### src/rtl/fu_cdb_tx_pkg.sv
// Shared definitions for the FU-to-CDB result transmit buffer.
// The ROB tag width is common to every FU instance and the CDB arbiter.
package fu_cdb_tx_pkg;

  localparam int ROB_TAG_BITS = 5;
  localparam int XLEN_DEFAULT = 32;

  // True when n is a nonzero power of two.
  function automatic bit is_pow2(input int n);
    return (n > 0) && ((n & (n - 1)) == 0);
  endfunction

endpackage : fu_cdb_tx_pkg

### src/rtl/fu_cdb_tx_if.sv
// FU-side and CDB-side handshake of one result transmit buffer.
// The slave view belongs to the buffer; the master view belongs to its environment.
interface fu_cdb_tx_if
  import fu_cdb_tx_pkg::*;
#(
  parameter int XLEN = XLEN_DEFAULT
) ();

  logic                    fu_valid_in;
  logic [XLEN-1:0]         fu_value_in;
  logic [ROB_TAG_BITS-1:0] fu_rob_tag_in;
  logic                    fu_ready;
  logic                    cdb_ack;
  logic                    cdb_done;
  logic [XLEN-1:0]         cdb_v;
  logic [ROB_TAG_BITS-1:0] cdb_rob_tag;
  logic                    overflow_err;

  modport slave (
    input  fu_valid_in, fu_value_in, fu_rob_tag_in, cdb_ack,
    output fu_ready, cdb_done, cdb_v, cdb_rob_tag, overflow_err
  );

  modport master (
    output fu_valid_in, fu_value_in, fu_rob_tag_in, cdb_ack,
    input  fu_ready, cdb_done, cdb_v, cdb_rob_tag, overflow_err
  );

endinterface : fu_cdb_tx_if

### src/rtl/fu_cdb_tx.sv
// Per-FU result FIFO feeding the common data bus: the head result is offered
// on cdb_* until the arbiter acks it; fu_ready depends on registered state only.
module fu_cdb_tx
  import fu_cdb_tx_pkg::*;
#(
  parameter int DEPTH = 2,
  parameter int XLEN  = XLEN_DEFAULT
) (
  input  logic         clock,
  input  logic         reset,
  input  logic         clear,
  fu_cdb_tx_if.slave   bus
);

  localparam int PTR_W = (DEPTH > 1) ? $clog2(DEPTH) : 1;
  localparam int CNT_W = PTR_W + 1;

  typedef struct packed {
    logic [XLEN-1:0]         value;
    logic [ROB_TAG_BITS-1:0] rob_tag;
  } fu_result_entry_t;

  fu_result_entry_t        r_mem [DEPTH];
  logic [PTR_W-1:0]        r_head;
  logic [PTR_W-1:0]        r_tail;
  logic [CNT_W-1:0]        r_count;
  logic                    r_overflow;

  logic                    w_empty;
  logic                    w_full;
  logic                    w_push;
  logic                    w_pop;
  logic                    w_drop;
  fu_result_entry_t        w_head;

  assign w_empty = (r_count == '0);
  assign w_full  = (r_count == CNT_W'(DEPTH));

  // Acceptance is judged on the registered count alone, so a full buffer
  // refuses a push even when the head leaves on the same edge.
  assign w_push  = bus.fu_valid_in && !w_full;
  assign w_pop   = bus.cdb_ack && !w_empty;
  assign w_drop  = bus.fu_valid_in && w_full;

  // NOTE: all state updates use non-blocking assignments so every register
  // samples the pre-edge values, independent of statement order.
  always_ff @(posedge clock) begin
    if (reset) begin
      r_head     <= '0;
      r_tail     <= '0;
      r_count    <= '0;
      r_overflow <= 1'b0;
      // NOTE: the storage array is reset as well, so cdb_* never exposes
      // stale or unknown data after reset, even through a faulty read path.
      for (int i = 0; i < DEPTH; i++) begin
        r_mem[i] <= '0;
      end
    end else begin
      if (w_drop) begin
        r_overflow <= 1'b1;
      end
      if (clear) begin
        r_head  <= '0;
        r_tail  <= '0;
        r_count <= '0;
      end else begin
        if (w_push) begin
          r_mem[r_tail] <= '{value: bus.fu_value_in, rob_tag: bus.fu_rob_tag_in};
          r_tail        <= r_tail + 1'b1;
        end
        if (w_pop) begin
          r_head <= r_head + 1'b1;
        end
        case ({w_push, w_pop})
          2'b10:   r_count <= r_count + 1'b1;
          2'b01:   r_count <= r_count - 1'b1;
          default: r_count <= r_count;
        endcase
      end
    end
  end

  assign w_head           = r_mem[r_head];
  assign bus.cdb_done     = !w_empty;
  assign bus.cdb_v        = w_empty ? '0 : w_head.value;
  assign bus.cdb_rob_tag  = w_empty ? '0 : w_head.rob_tag;
  assign bus.fu_ready     = !w_full;
  assign bus.overflow_err = r_overflow;

endmodule : fu_cdb_tx

### src/flat_wrapper.sv
// flat-port wrapper written by rule: the top's interface ports become plain ports
module fu_cdb_tx_flat import fu_cdb_tx_pkg::*;
#(
  parameter int DEPTH = 2,
  parameter int XLEN  = XLEN_DEFAULT
)
  (clock, reset, clear, bus_fu_valid_in, bus_fu_value_in, bus_fu_rob_tag_in, bus_cdb_ack, bus_fu_ready, bus_cdb_done, bus_cdb_v, bus_cdb_rob_tag, bus_overflow_err);
  fu_cdb_tx_if #(.XLEN(XLEN)) bus_i ();
  input  logic clock;
  input  logic reset;
  input  logic clear;
  input wire logic [$bits(bus_i.fu_valid_in)-1:0] bus_fu_valid_in;
  input wire logic [$bits(bus_i.fu_value_in)-1:0] bus_fu_value_in;
  input wire logic [$bits(bus_i.fu_rob_tag_in)-1:0] bus_fu_rob_tag_in;
  input wire logic [$bits(bus_i.cdb_ack)-1:0] bus_cdb_ack;
  output wire logic [$bits(bus_i.fu_ready)-1:0] bus_fu_ready;
  output wire logic [$bits(bus_i.cdb_done)-1:0] bus_cdb_done;
  output wire logic [$bits(bus_i.cdb_v)-1:0] bus_cdb_v;
  output wire logic [$bits(bus_i.cdb_rob_tag)-1:0] bus_cdb_rob_tag;
  output wire logic [$bits(bus_i.overflow_err)-1:0] bus_overflow_err;
  assign bus_i.fu_valid_in = bus_fu_valid_in;
  assign bus_i.fu_value_in = bus_fu_value_in;
  assign bus_i.fu_rob_tag_in = bus_fu_rob_tag_in;
  assign bus_i.cdb_ack = bus_cdb_ack;
  assign bus_fu_ready = bus_i.fu_ready;
  assign bus_cdb_done = bus_i.cdb_done;
  assign bus_cdb_v = bus_i.cdb_v;
  assign bus_cdb_rob_tag = bus_i.cdb_rob_tag;
  assign bus_overflow_err = bus_i.overflow_err;
  fu_cdb_tx #(.DEPTH(DEPTH), .XLEN(XLEN)) u_core (.clock(clock), .reset(reset), .clear(clear), .bus(bus_i));
endmodule
### config.mk
export PLATFORM = sky130hd
export DESIGN_NAME = fu_cdb_tx_flat
export DESIGN_NICKNAME = d
export VERILOG_FILES = /design/src/rtl/fu_cdb_tx_pkg.sv /design/src/rtl/fu_cdb_tx_if.sv /design/src/rtl/fu_cdb_tx.sv /design/src/flat_wrapper.sv
export SDC_FILE = /design/constraint.sdc
export NUM_CORES = 1
export LEC_CHECK = 0
export CORE_ASPECT_RATIO = 1.75
export CORE_MARGIN = 1.5
export CORE_UTILIZATION = 28
export DETAILED_ROUTE_END_ITERATION = 7
export GPL_TIMING_DRIVEN = 0
export SLEW_MARGIN = 20
export SYNTH_ARGS = -nofsm -noshare
export SYNTH_HDL_FRONTEND = slang
export SYNTH_SLANG_ARGS = --single-unit
### constraint.sdc
create_clock -name clock -period 2.6 [get_ports clock]
set_input_delay 0.39 -clock clock [delete_from_list [all_inputs] [get_ports clock]]
set_output_delay 0.39 -clock clock [all_outputs]
set_load 0.02 [all_outputs]
==> qor.yml <==
status: "finished clean"
endpoint: "bus_cdb_v[15]"
synth_area_per_cell_um2: 13.3
min_period_over_period: 0.954
viasPerCell: 4.18
drtAntennaViolNets: 0
drive_gt1_frac: 0.0946
htree_num_levels: 3
maxSlewHeadroom: 0.363
initial_core_util: 0.289
hold_class: "register to register"
yosysTopAreaCellShare: 0.612
clock_sinks: 80
grt_pass1_vias: 2506
dpl.hpwl_um: 5370
critPathCaptureType: "output pin"
antenna_found_initial: 0
cts.path.max_buffers: 2
synth.distinct_cells: 23
rr_worst_depth: 4
path_cells: "buf_2 > buf_4 > mux2i_1 > nor2_1 > clkdlybuf4s50_1"
synth_seq_cells: 80
fin_ws_ns: 0.118
grt_start_max_net_pins: 38
detail_route.wl_per_cell_um: 14.4
worst_setup_path_start_kind: "register"
cts_hold_buffers: 0
rsz0062_at_grt: "yes"
synthesis.area_um2: 3630
fin_nets: 409
vdd_drop_max_v: 0.000308
first_pass_iters: 4
n_antenna_cell: 0
num_io_pins: 82
postSynthCellCount: 274
coreArea_um2: 12600
vias: 2251
routed_wl_um: 7770
hold_depth: 2
cts_buffers: 9
synth_warnings: 0
finalCriticalPeriod_ns: 2.48
crit_type: "register to output pin"
synth-main-ff-cell: "edfxtp_1"
die_w_um: 89.1
skew_ns: 0.00595
root_buffer: "clkbuf_16"
cp_num_buf_inv: 3
async_reset_ff_frac: 0
synth_top_cells_by_count: "and2_1, edfxtp_1, nor2_1"
place_inst: 523
synth_enable_flop_cells: 74
grt_overflow: 0
area_growth_pct: 36.3
slew_viol_final: 0
fmax_mhz: 403
dieArea_um2: 13700
tritoncts: "done"
ff2ff_setup_slack_ns: 0.46
syn-num-nets: 317
yosys.area.top_type: "edfxtp_1"
gp_congestion: 0.717
reg2reg_from: "u_core.r_tail"
cap_violations: 0
grt_pass1_wl_um: 12300
setup_viol_count_final: 0
crit_fanout: 10
worst_pin_slew_ns: 0.956
p_per_area_nw_per_um2: 603
critical-path-slowest-cell: "clkdlybuf4s50_1"
crit_required_ns: 2.21
max_stage_delay_ns: 0.63
dp_slack_ns: -0.267
die-height_um: 154
critPathArrivalTime_ns: 2.09
clk_latency_ns: 0.33
instances_no_fill: 538
yosys-top-cells-area: "edfxtp_1, and2_1, mux2i_1"
p_leak_nw: 1.75
reg2reg_to: "u_core.r_mem[1][22]"
hold_viol: 0
port_buffers: 81
drt_iter0_markers: 55
path_clk_slew_ns: 0.06
hold_slack_ns: 0.477
rows: 54
critPathTopFamily: "buffers and inverters"
path_depth: 5
grt_usage: 0.123
drcViolationCount: 0
ys_seq_area_frac: 0.645
routing by layer:
layer	GRT usage	part of all wire	routed length (µm)	vias up
met5	0	0	0	-
met4	0.0689	0.024	187	0
met3	0.0274	0.041	321	10
met2	0.223	0.57	4400	49
met1	0.126	0.37	2860	1074
li1	-	-	-	1118
worst reg2reg max path, stage by stage (launching register included):
cell,delay [ns]
dfxtp_1,0.40
inv_1,0.09
nor4_4,0.30
buf_6,0.19
or2_2,0.76
power by group:
| group | internal (W) | leakage (nW) | switching (W) |
|---|---|---|---|
| Combinational | 0.000154 | 0.790 | 0.000158 |
| Clock | 0.000729 | 0.140 | 0.000455 |
| Sequential | 0.00147 | 0.819 | 0.0000186 |
sequential cells by signal (all words and copies together) (netlist names), named ones only:
signal / cells
u_core.r_mem: 74
u_core.r_count: 2
u_core.bus.overflow_err: 1
u_core.r_head: 1
u_core.r_tail: 1
layout by cell type (no fill, tap or decap):
| master | synthesis | final |
|---|---|---|
| xor2_1 | 2 | 2 |
| xnor2_1 | 1 | 1 |
| clkinv_1 | 0 | 1 |
| bufinv_16 | 0 | 1 |
| dfxtp_2 | 0 | 1 |
| buf_6 | 6 | 6 |
| clkbuf_4 | 0 | 2 |
| clkbuf_16 | 0 | 9 |
| clkbuf_2 | 2 | 2 |
| or3_1 | 2 | 2 |
| clkdlybuf4s50_1 | 0 | 81 |
| clkbuf_1 | 1 | 2 |
| inv_1 | 5 | 5 |
| buf_4 | 1 | 4 |
| nand2_1 | 1 | 1 |
| or2_4 | 0 | 1 |
| a21oi_1 | 3 | 3 |
| and2_1 | 74 | 74 |
| or2_0 | 1 | 1 |
| nor4_4 | 2 | 2 |
| mux2i_1 | 37 | 37 |
| nor2b_4 | 1 | 1 |
| o21ai_0 | 3 | 3 |
| buf_2 | 5 | 2 |
| ha_1 | 1 | 1 |
| clkinv_2 | 0 | 3 |
| dfxtp_1 | 6 | 5 |
| nor2_1 | 42 | 42 |
| edfxtp_1 | 74 | 74 |
| or2_2 | 2 | 1 |
cell families after synthesis:
kind of cell,synth area share
AO/OA/AOI/OAI,0.00826
XOR/XNOR,0.00723
adder cells (fa/ha/maj),0.00344
buffers and inverters,0.0386
flip-flops,0.645
multiplexers,0.102
AND/OR/NAND/NOR,0.196
what timing repair did:
item,4_1_cts,5_1_grt
endpoints found under the setup margin,23,66
setup buffers,0,0
gates resized for setup,2,10
endpoints found under the hold margin,0,0
cloned,0,0
worst min-delay path by stage:
stage                       startpoint                      end  slack, ns
2_1_floorplan                    reset  u_core.bus.overflow_err       0.46
3_3_place_gp   u_core.bus.overflow_err  u_core.bus.overflow_err       0.46
3_5_place_dp   u_core.bus.overflow_err  u_core.bus.overflow_err       0.47
4_1_cts        u_core.bus.overflow_err  u_core.bus.overflow_err       0.48
5_1_grt        u_core.bus.overflow_err  u_core.bus.overflow_err       0.52
6_report       u_core.bus.overflow_err  u_core.bus.overflow_err       0.48
final cells by class:
| cell class | instances | area [µm²] |
|---|---|---|
| clock inverter | 5 | 48.8 |
| timing repair buffer | 81 | 811 |
| sequential | 80 | 2340 |
| tap | 168 | 210 |
| inverter | 5 | 18.8 |
| multi-input combinational | 172 | 1150 |
| fill | 1230 | 7620 |
| buffer | 17 | 136 |
| clock buffer | 10 | 229 |
per-stage QoR:
step,instance area [µm²],TNS [ns],power [W],util
global placement,4650,-15.74,0.00183,0.370
finish,4950,0,0.00299,0.394
detailed placement,4650,-17.63,0.00183,0.370
global route,4950,-0.0104,0.00310,0.394
CTS,4930,-0.184,0.00303,0.393
floorplan,3630,0,0.00167,-
Power figures use the tool's default switching activity.
